File: src/rtl/adsb_ppm_encoder.sv
// ADS-B extended-squitter PPM transmitter: 8 us preamble + 112 x 1 us bit windows, Q8 slot timing.
// Define ADSB_ENC_CRC_EN to replace bits 88..111 with a Mode S CRC-24 computed on the fly.
module adsb_ppm_encoder #(
    parameter int MSG_BITS   = 112,
    parameter int HALF_US_Q8 = 7864,
    parameter int PRE_SLOTS  = 16
) (
    input  logic                clk,
    input  logic                rst,
    input  logic [MSG_BITS-1:0] message_bits,
    input  logic                message_start,
    output logic                adsb_pulse,
    output logic                busy,
    output logic                done
);
    localparam int TOTAL_SLOTS = PRE_SLOTS + 2 * MSG_BITS;
    localparam int SLOT_W      = $clog2(TOTAL_SLOTS);
    localparam int BIT_W       = $clog2(MSG_BITS);
    localparam logic [15:0]       HALF_Q8     = 16'(HALF_US_Q8);
    localparam logic [15:0]       PRE_PATTERN = 16'h0285;  // bit i = level of preamble slot i
    localparam logic [SLOT_W-1:0] LAST_SLOT   = SLOT_W'(TOTAL_SLOTS - 1);
    localparam logic [SLOT_W-1:0] PRE_LAST    = SLOT_W'(PRE_SLOTS - 1);

    localparam logic [1:0] IDLE     = 2'd0;
    localparam logic [1:0] PREAMBLE = 2'd1;
    localparam logic [1:0] DATA     = 2'd2;

    logic [1:0]          state_reg, state_next;
    logic [7:0]          frac_reg, frac_next;
    logic [7:0]          cnt_reg, cnt_next;
    logic [SLOT_W-1:0]   slot_reg, slot_next;
    logic [BIT_W-1:0]    bit_reg, bit_next;
    logic                half_reg, half_next;
    logic [MSG_BITS-1:0] shift_reg, shift_next;
    logic                pulse_reg, pulse_next;
    logic                busy_reg, busy_next;
    logic                done_reg, done_next;
    logic [15:0]         acc_sum;
    logic                tx_new;

`ifdef ADSB_ENC_CRC_EN
    localparam logic [BIT_W-1:0] CRC_START = BIT_W'(MSG_BITS - 24);
    localparam logic [23:0]      CRC_POLY  = 24'hFFF409;
    logic [23:0] crc_reg, crc_next;
    logic        tx_cur;
`endif

    always_comb begin
        state_next = state_reg;
        frac_next  = frac_reg;
        cnt_next   = cnt_reg;
        slot_next  = slot_reg;
        bit_next   = bit_reg;
        half_next  = half_reg;
        shift_next = shift_reg;
        pulse_next = pulse_reg;
        busy_next  = busy_reg;
        done_next  = 1'b0;
        acc_sum    = {8'd0, frac_reg} + HALF_Q8;
        tx_new     = 1'b0;
`ifdef ADSB_ENC_CRC_EN
        crc_next = crc_reg;
        tx_cur   = (bit_reg >= CRC_START) ? crc_reg[23] : shift_reg[MSG_BITS-1];
`endif
        case (state_reg)
            IDLE: begin
                // The done cycle still blocks a new start, so re-accept is one cycle later.
                if (message_start && !done_reg) begin
                    state_next = PREAMBLE;
                    frac_next  = HALF_Q8[7:0];
                    cnt_next   = HALF_Q8[15:8] - 8'd1;
                    slot_next  = '0;
                    bit_next   = '0;
                    half_next  = 1'b0;
                    shift_next = message_bits;
                    pulse_next = PRE_PATTERN[0];
                    busy_next  = 1'b1;
`ifdef ADSB_ENC_CRC_EN
                    crc_next = '0;
`endif
                end
            end
            default: begin
                if (cnt_reg == 8'd0) begin
                    if (slot_reg == LAST_SLOT) begin
                        state_next = IDLE;
                        frac_next  = '0;
                        slot_next  = '0;
                        bit_next   = '0;
                        half_next  = 1'b0;
                        pulse_next = 1'b0;
                        busy_next  = 1'b0;
                        done_next  = 1'b1;
                    end else begin
                        frac_next = acc_sum[7:0];
                        cnt_next  = acc_sum[15:8] - 8'd1;
                        slot_next = slot_reg + SLOT_W'(1);
                        if (state_reg == DATA) begin
                            half_next = ~half_reg;
                            if (half_reg) begin
                                shift_next = shift_reg << 1;
                                bit_next   = bit_reg + BIT_W'(1);
`ifdef ADSB_ENC_CRC_EN
                                if (bit_reg < CRC_START)
                                    crc_next = {crc_reg[22:0], 1'b0} ^
                                               ((tx_cur ^ crc_reg[23]) ? CRC_POLY : 24'd0);
                                else
                                    crc_next = {crc_reg[22:0], 1'b0};
`endif
                            end
                        end else if (slot_reg == PRE_LAST) begin
                            state_next = DATA;
                            half_next  = 1'b0;
                        end
                        tx_new = shift_next[MSG_BITS-1];
`ifdef ADSB_ENC_CRC_EN
                        if (bit_next >= CRC_START)
                            tx_new = crc_next[23];
`endif
                        if (state_next == DATA)
                            pulse_next = half_next ? ~tx_new : tx_new;
                        else
                            pulse_next = PRE_PATTERN[slot_next[3:0]];
                    end
                end else begin
                    cnt_next = cnt_reg - 8'd1;
                end
            end
        endcase
    end

    always_ff @(posedge clk) begin
        if (rst) begin
            state_reg <= IDLE;
            frac_reg  <= '0;
            cnt_reg   <= '0;
            slot_reg  <= '0;
            bit_reg   <= '0;
            half_reg  <= 1'b0;
            shift_reg <= '0;
            pulse_reg <= 1'b0;
            busy_reg  <= 1'b0;
            done_reg  <= 1'b0;
        end else begin
            state_reg <= state_next;
            frac_reg  <= frac_next;
            cnt_reg   <= cnt_next;
            slot_reg  <= slot_next;
            bit_reg   <= bit_next;
            half_reg  <= half_next;
            shift_reg <= shift_next;
            pulse_reg <= pulse_next;
            busy_reg  <= busy_next;
            done_reg  <= done_next;
        end
    end

`ifdef ADSB_ENC_CRC_EN
    always_ff @(posedge clk) begin
        if (rst) crc_reg <= '0;
        else     crc_reg <= crc_next;
    end
`endif

    assign adsb_pulse = pulse_reg;
    assign busy       = busy_reg;
    assign done       = done_reg;
endmodule

File: config.mk
export PLATFORM = sky130hd
export DESIGN_NAME = adsb_ppm_encoder
export DESIGN_NICKNAME = d
export VERILOG_FILES = /design/src/rtl/adsb_ppm_encoder.sv
export SDC_FILE = /design/constraint.sdc
export NUM_CORES = 1
export LEC_CHECK = 0
export ABC_AREA = 1
export CAP_MARGIN = 20
export CORE_UTILIZATION = 58
export DETAILED_ROUTE_END_ITERATION = 8
export PLACE_DENSITY = 0.93
export REMOVE_ABC_BUFFERS = 1
export SLEW_MARGIN = 25
export SYNTH_ARGS = -nofsm -noshare
export SYNTH_HDL_FRONTEND = slang
export SYNTH_SLANG_ARGS = --single-unit
File: constraint.sdc
create_clock -name clk -period 2.9 [get_ports clk]
set_input_delay 0.58 -clock clk [delete_from_list [all_inputs] [get_ports clk]]
set_output_delay 0.58 -clock clk [all_outputs]
set_load 0.005 [all_outputs]
After elaboration in Yosys (flattened, before gate mapping). Memories as Yosys holds them, arrays and structs flattened. Index checks and enable logic that the tools add are counted.

Flip-flop bits (word level): 142. Latch bits: 0. Bits in writable memories: 0. Memory bits (read-only): 16. Input port bits: 115. Logic and storage cells: 90. Memories: 1.

Memories: (no name shown) (depth 16, width 1, rd ports 1, clocked after memory_dff 0, wr ports 0, RTL line 123) `pulse_next = PRE_PATTERN[slot_next[3:0]];`.

$add $sub $neg: 4. Multipliers: 0. Divide/modulo/power cells: 0. $lt $le $gt $ge: 1. Eq/ne operators: 7. Shift-type cells: 0. Muxes and demuxes: 50. Bitwise gates (word level): 3. Reduce and logical (&&, ||, !) cells: 14.

Operators by type and width (number): 112-bit 2-to-1 mux (9); 8-bit 2-to-1 mux (12); 1-bit 2-to-1 mux (20); 2-bit 2-to-1 mux (9); 8-bit by 13-bit adder with 14-bit output, second input constant (1); 8-bit by 1-bit adder with 8-bit output, second input constant (1); 8-bit by 4-bit == test with 1-bit output, second input constant (1); 8-bit == test, second input constant (1); 8-bit zero test (1); 2-bit nonzero test (4); 8-bit by 1-bit subtractor with 8-bit output, second input constant (1); 6-bit by 1-bit subtractor with 7-bit output, second input constant (1); 3-bit AND reduction (2); 4-bit by 5-bit < comparator with 1-bit output, second input constant (1); 5-bit AND reduction (1); 2-bit == test, second input constant (2); 2-bit AND reduction (2); 3-bit by 2-bit != test with 1-bit output, second input constant (1); 1-bit NOT (3); 3-bit OR reduction (1); 2-bit zero test (1); 2-bit by 1-bit != test with 1-bit output, second input constant (1); 2-bit != test, second input constant (1); 1-bit logical AND (1); 1-bit zero test (1).

Logic depth before layout (Yosys ltp). Gate-level depths: netlist (run 1).

Depth in word-level cells: 11. Depth in mapped cells: 12.

Least setup slack after synthesis (run 1). No wires, ideal clock.

Kind: reg-to-reg. Start: register slot_reg[0]. End: register shift_reg[100]. Library setup time: 113 ps. Arrival: 1529 ps. Required time: 2787 ps. Slack: 1258 ps. Cell stages (with the launch flop): 13. Clock period less this slack: 1642 ps. Cell sequence: dfxtp_1 ha_1 nand2_2 nor2_4 nand4_2 nand2_1 inv_2 nand3_2 buf_6 buf_6 nand2_1 nand2_1 nor2_1.

Word-level cells in the longest chain between the ends: 3.

Ends and longest elaborated chain: start: declaration (RTL line 31) `logic [SLOT_W-1:0] slot_reg, slot_next;`; start signal: assignment (RTL line 148) `slot_reg <= slot_next;`; 8-bit == test (RTL line 85) `if (slot_reg == LAST_SLOT) begin`; 2-bit by 1-bit != test with 1-bit output (no line); 5-bit AND reduction (no line); end signal: assignment (RTL line 151) `shift_reg <= shift_next;`; end: declaration (RTL line 34) `logic [MSG_BITS-1:0] shift_reg, shift_next;`.

Every way passes these cells. A chain may end at the register's enable or synchronous reset.

Final worst setup path (run 1).
Start: register state_reg[1]. End: register shift_reg[32].

Word-level cells in the longest chain between the ends: 3. Elaborated cells between the ends (all ways): 9. Classes of those cells: 3 x eq/ne; 1 x mux; 5 x reduce/logical.

Ends and longest elaborated chain: start: declaration (RTL line 28) `logic [1:0] state_reg, state_next;`; start signal: assignment (RTL line 145) `state_reg <= state_next;`; 2-bit == test / 2-bit zero test (equally long branches) (RTL line 98, 65); 2-bit nonzero test (no line), or another cell as far along; 5-bit AND reduction (no line).

Several ways; a longest one is shown, not always the timed one.

==> results.py, run 1 <==
metrics = {
    "run_status": {
        "status": "finished clean",
    },
    "synthesis": {
        "netlist_area_um2": 7270,
        "yosysUniqueCellTypes": 29,
        "synth_top_cell_area_share_pct": 38.3,
        "synth_top_cells_by_area": "dfxtp_1 38%, nand2_1 20%, nor2_1 12%",
        "synthCells": 1193,
        "synth_seq_cells": 139,
        "synth_top_area_cell": "dfxtp_1",
        "seq_area_frac_synth_pct": 38.3,
        "yosysWarnings": 0,
        "avgSynthCellArea_um2": 6.10,
    },
    "cts": {
        "cts_sinks": 139,
        "post_cts_buffers": 0,
        "cts.path.max_buffers": 2,
        "worstSkewPairLatency_ps": 430,
        "htree_num_levels": 4,
        "cts_tree": "done",
        "clock_tree.root_cell": "clkbuf_16",
        "clk_pin_slew_worst_paths_ps": 60,
        "numCtsBuffers": 17,
        "cts_hold_buf": 0,
        "cts_resized": 0,
    },
    "worst_setup_path": {
        "worstRegToRegCells": 10,
        "critical_path_required_ps": 3210,
        "timing.rr.end": "shift_reg[32]",
        "reg2reg_slack_ps": 500,
        "cp-start-kind": "flop",
        "arrival_ps": 2710,
        "endpoint": "shift_reg[32]",
        "cp_max_fo": 68,
        "crit_type": "flop to flop",
        "startpoint": "state_reg[1]",
        "rr_startpoint": "state_reg[1]",
        "critPathCaptureType": "flop",
    },
    "sta": {
        "slew_headroom_pct": 67.9,
        "finalMaxSlewViolations": 0,
        "setup_viol": 0,
        "timing_hold_violations_final": 0,
        "min_period_ps": 2400,
        "skew_ps": 8.56,
        "min_period_over_period_pct": 82.7,
        "max_freq_mhz": 417,
        "fin_ws_ps": 501,
        "worst_pin_slew_ps": 481,
        "rsz0062_at_grt": "false",
    },
    "floorplanning": {
        "num_rows": 40,
        "io_pins": 118,
        "chipWidth_um": 114,
        "start_util_pct": 60.0,
        "die_h_um": 114,
        "core_um2": 12100,
        "die_area_um2": 13000,
    },
    "power": {
        "power_mw": 7.04,
        "p_seq_share_pct": 36.2,
        "ir_drop_mv": 0.556,
        "p_clk_share_pct": 29.9,
        "power_frac_comb_pct": 34.0,
        "intPower_mw": 4.56,
        "switching_power_mw": 2.48,
        "switching_share_pct": 35.3,
        "cellLeakagePower_nw": 4.48,
        "power.density_nw_per_um2": 782,
    },
    "finish": {
        "seq_area_um2": 2780,
        "num-fill-cells": 930,
        "mostFrequentLayoutCell": "nand2_1",
        "largest_reg_flops": 112,
        "drive_gt1_share_pct": 4.66,
        "finish.utilization_pct": 74.4,
        "syn_to_final_growth_pct": 23.8,
        "stdcell_area_um2": 9010,
        "nets": 1395,
        "multiInputGateArea_um2": 3560,
        "mostFrequentLayoutCells": "391 x nand2_1, 240 x nor2_1, 143 x inv_1",
        "n_antenna_cell": 0,
    },
    "detailed_routing": {
        "detail_route.wl_per_cell_um": 11.5,
        "ant_nets": 0,
        "wl_met2_mm": 7.99,
        "vias": 7149,
        "met3WireLength_um": 902,
        "wirelength_mm": 16.7,
        "first_pass_iters": 5,
        "vias_per_cell": 4.91,
        "top_layer": "met4",
        "drtIter0Drc": 668,
        "drt-met1-wl_mm": 7.54,
        "drc_errors": 0,
    },
    "grt": {
        "grt_antenna_before_repair": 0,
        "grt_pass1_vias": 6038,
        "grt_usage_pct": 25.8,
        "grt_remaining_overflow": 0,
        "grt_max_degree": 102,
        "grt_pass1_wl_mm": 27.0,
    },
    "placed_design": {
        "port_buffers": 117,
        "place_area_um2": 8430,
        "hpwl_mm": 10.5,
        "post-place-ws_ps": 477,
        "gp_congestion": 0.857,
    },
    "hold_path": {
        "min_path_type": "flop to flop",
    },
    "job": {
        "drv_cap": 0,
    },
}
==> cell type report <==
class	count	share of cell area (%)
multi-input cells	840	39.5
flip-flops and latches	139	30.9
repair buffers	128	14.6
inverters	148	6.20
clock buffers	19	5.03
well taps	168	2.33
clock inverters	13	1.39
==> worst min-delay path by stage <==
stage                            start      endpoint  cells after the start  slack [ps]
after floorplan           shift_reg[0]  shift_reg[0]                      2         430
after global placement     frac_reg[4]   frac_reg[4]                      2         450
after detailed placement   frac_reg[7]   frac_reg[7]                      2         460
after CTS                  frac_reg[7]   frac_reg[7]                      2         470
after global routing      shift_reg[0]  shift_reg[0]                      2         490
final                      frac_reg[7]   frac_reg[7]                      2         470
==> power by group through the flow <==
stage	clock network (mW)	registers, mW	logic (mW)
2_1_floorplan	0	2.54	1.90
3_3_place_gp	0	2.56	2.26
3_5_place_dp	0	2.58	2.34
4_1_cts	2.12	2.55	2.38
5_1_grt	2.21	2.59	2.75
6_report	2.10	2.55	2.39
==> logic make-up (layout without fill, tap and decap cells) <==
family / after synthesis / in the layout / share of synthesized area, %
and+or+nand+nor: 675 / 675 / 36.2
buffers and inverters: 214 / 308 / 13.0
AOI/OAI and AO/OA: 155 / 155 / 11.0
DFF: 139 / 139 / 38.3
adders and majority gates: 6 / 6 / 1.03
xor gates and xnor gates: 4 / 4 / 0.482
==> cells in the mapped netlist, drive strengths merged <==
| cell type | number |
|---|---|
| xnor2 | 1 |
| o31ai | 1 |
| o21ai | 122 |
| o21bai | 1 |
| and3 | 1 |
| dfxtp | 139 |
| a21oi | 26 |
| ha | 6 |
| or2 | 2 |
| clkbuf | 27 |
| nor3 | 5 |
| xor2 | 3 |
| inv | 148 |
| a22o | 1 |
| buf | 39 |
| nand2 | 393 |
| nand3 | 24 |
| o211ai | 3 |
| nor2 | 244 |
| o211a | 1 |
| nand4 | 6 |
==> metrics by stage <==
stage | setup TNS [ps] | std cells | hold WS [ps]
final | 0 | 1455 | 468
after global routing | 0 | 1455 | 491
after CTS | 0 | 1455 | 467
after detailed placement | 0 | 1423 | 458
after global placement | 0 | 1423 | 452
after floorplan | -183540 | 1127 | 435
==> critical path, cell delays in order, from the launching register on <==
cell and delay, ps:
dfxtp_1 420, inv_1 100, nand2_2 210, clkinv_2 330
nor2_1 300, nor2_2 80, nand3_4 260, buf_12 310
nand2_1 100, nand2_1 90, nor2_1 50
==> layer usage <==
metal / GRT usage, % / up-vias
li1: - / 3759
met1: 33.3 / 3136
met2: 42.8 / 222
met3: 4.99 / 32
met4: 9.78 / 0
met5: 0 / -
No activity file was read; power rests on OpenSTA's default activity.
==> run 2: changes to the inputs <==
- CORE_UTILIZATION: 58 -> 49
- PLACE_DENSITY: 0.93 -> 0.84
- clock period: 2.9 -> 2.2 ns (I/O delays scaled with it)
==> results.py, run 2 (synthesis gave the netlist of run 1 again) <==
metrics = {
    "sta": {
        "finalMaxSlewViolations": 0,
        "setup_viol": 0,
        "rsz0062_at_grt": "false",
        "timing.setup.tns_ps": 0,
        "min_period_ps": 2040,
        "skew_ps": 7.34,
        "timing_hold_violations_final": 0,
        "whs_ps": 465,
        "slew_headroom_pct": 71.9,
        "worst_pin_slew_ps": 421,
        "min_period_over_period_pct": 92.8,
        "fin_ws_ps": 159,
        "max_freq_mhz": 490,
    },
    "finish": {
        "mostFrequentLayoutCells": "391 x nand2_1, 240 x nor2_1, 143 x inv_1",
        "fin_cells": 1474,
        "num-fill-cells": 1314,
        "mostFrequentLayoutCell": "nand2_1",
        "finish.utilization_pct": 62.5,
        "drive_gt1_share_pct": 4.73,
        "n_antenna_cell": 0,
        "nets": 1398,
        "syn_to_final_growth_pct": 24.9,
        "largest_reg_flops": 112,
        "stdcell_area_um2": 9080,
    },
    "worst_setup_path": {
        "cp-start-kind": "flop",
        "slowest_delay_ps": 390,
        "reg2reg_slack_ps": 160,
        "critical_path_required_ps": 2500,
        "crit_type": "flop to flop",
        "cp_common_cell": "nand2_1",
        "arrival_ps": 2350,
        "cp_max_fo": 103,
        "crit_family": "simple AND/OR/NAND/NOR gates",
        "path_cells": "ha_1 > nand2_2 > nor2_4 > nand4_2 > nand2_1 > inv_2 > nand3_4 > buf_12 > nand2_1 > nand2_1 > nor2_1",
        "cp_slowest_cell": "dfxtp_1",
        "worstRegToRegCells": 11,
        "path_depth": 11,
        "path_buf_inv": 2,
        "critPathCaptureType": "flop",
    },
    "grt": {
        "grt_remaining_overflow": 0,
        "grt_pass1_vias": 6400,
        "grt_max_degree": 104,
        "grt_pass1_wl_mm": 26.8,
        "grtUsageMet2_pct": 37.1,
        "grt_use_met3_pct": 4.17,
        "grt_usage_pct": 21.8,
        "grt_util_met1_pct": 26.0,
        "grt_antenna_before_repair": 0,
        "top_usage_layer": "met2",
    },
    "floorplanning": {
        "start_util_pct": 50.0,
        "num_rows": 44,
        "die_h_um": 124,
        "core_um2": 14500,
        "io_pins": 118,
        "die_area_um2": 15300,
        "chipWidth_um": 124,
    },
    "placed_design": {
        "post-place-ws_ps": 203,
        "gp_congestion": 0.857,
        "hpwl_mm": 10.3,
        "placed_cells": 1442,
        "place_area_um2": 8490,
        "port_buffers": 117,
    },
    "cts": {
        "clk_pin_slew_worst_paths_ps": 60,
        "post_cts_buffers": 0,
        "cts_sinks": 139,
        "worstSkewPairLatency_ps": 410,
        "cts_resized": 0,
        "cts.path.max_buffers": 2,
        "clock_tree.root_cell": "clkbuf_16",
        "numCtsBuffers": 17,
        "cts_hold_buf": 0,
        "htree_num_levels": 4,
        "cts_tree": "done",
    },
    "detailed_routing": {
        "wirelength_mm": 16.4,
        "vias_per_cell": 4.85,
        "vias": 7142,
        "detail_route.wl_per_cell_um": 11.1,
        "drc_errors": 0,
        "first_pass_iters": 5,
        "ant_nets": 0,
        "drtIter0Drc": 607,
    },
    "power": {
        "cellLeakagePower_nw": 4.50,
        "ir_drop_mv": 0.559,
        "power.density_nw_per_um2": 1030,
        "power_mw": 9.35,
    },
    "hold_path": {
        "worstHoldPathCells": 2,
        "min_path_type": "flop to flop",
    },
    "job": {
        "drv_cap": 0,
    },
    "run_status": {
        "status": "finished clean",
    },
}
-- run 2: cell types whose count changed in the layout (fill, tap and decap cells not counted), moves of 2 or more --
cell,change
buf_4,+2
clkbuf_1,+2
clkinv_2,-5
inv_4,+2
-- run 2: report_power, final --
part | switching (mW) | internal [mW] | total (mW)
Sequential | 0.191 | 3.15 | 3.34
Combinational | 1.99 | 1.14 | 3.13
Clock | 1.07 | 1.80 | 2.87
Total | 3.25 | 6.10 | 9.35
-- run 2: cell type report --
type | instances | area [µm²] | share of cell area [%]
multi-input combinational | 840 | 3560 | 39.2
sequential | 139 | 2780 | 30.6
timing repair buffer | 131 | 1350 | 14.9
inverter | 148 | 561 | 6.17
clock buffer | 20 | 447 | 4.92
tap | 184 | 230 | 2.54
clock inverter | 12 | 148 | 1.63
-- run 2: path summary, 6_finish.rpt --
path / from / end
hold / removal: frac_reg[7] / frac_reg[7]
setup reg to reg: slot_reg[1] / shift_reg[37]
setup / recovery: slot_reg[1] / shift_reg[37]
hold reg to reg: frac_reg[7] / frac_reg[7]
-- run 2: worst min-delay path: cells and delay by family, from the launching register on --
family           cells  cell delay [ps]
AO/OA/AOI/OAI        1               50
flip-flops           1              310
AND/OR/NAND/NOR      1               60
-- run 2: metal layers --
layer  wire (µm)  vias to the layer above
li1            -                     3770
met1        7480                     3133
met2        7590                      201
met3         912                       38
met4         399                        0
met5           0                        -
==> run 3: changes to the inputs <==
- GPL_ROUTABILITY_DRIVEN: default -> 1
==> results of run 3 <==
Final layout, timing and power as in run 2 (identical DEF).
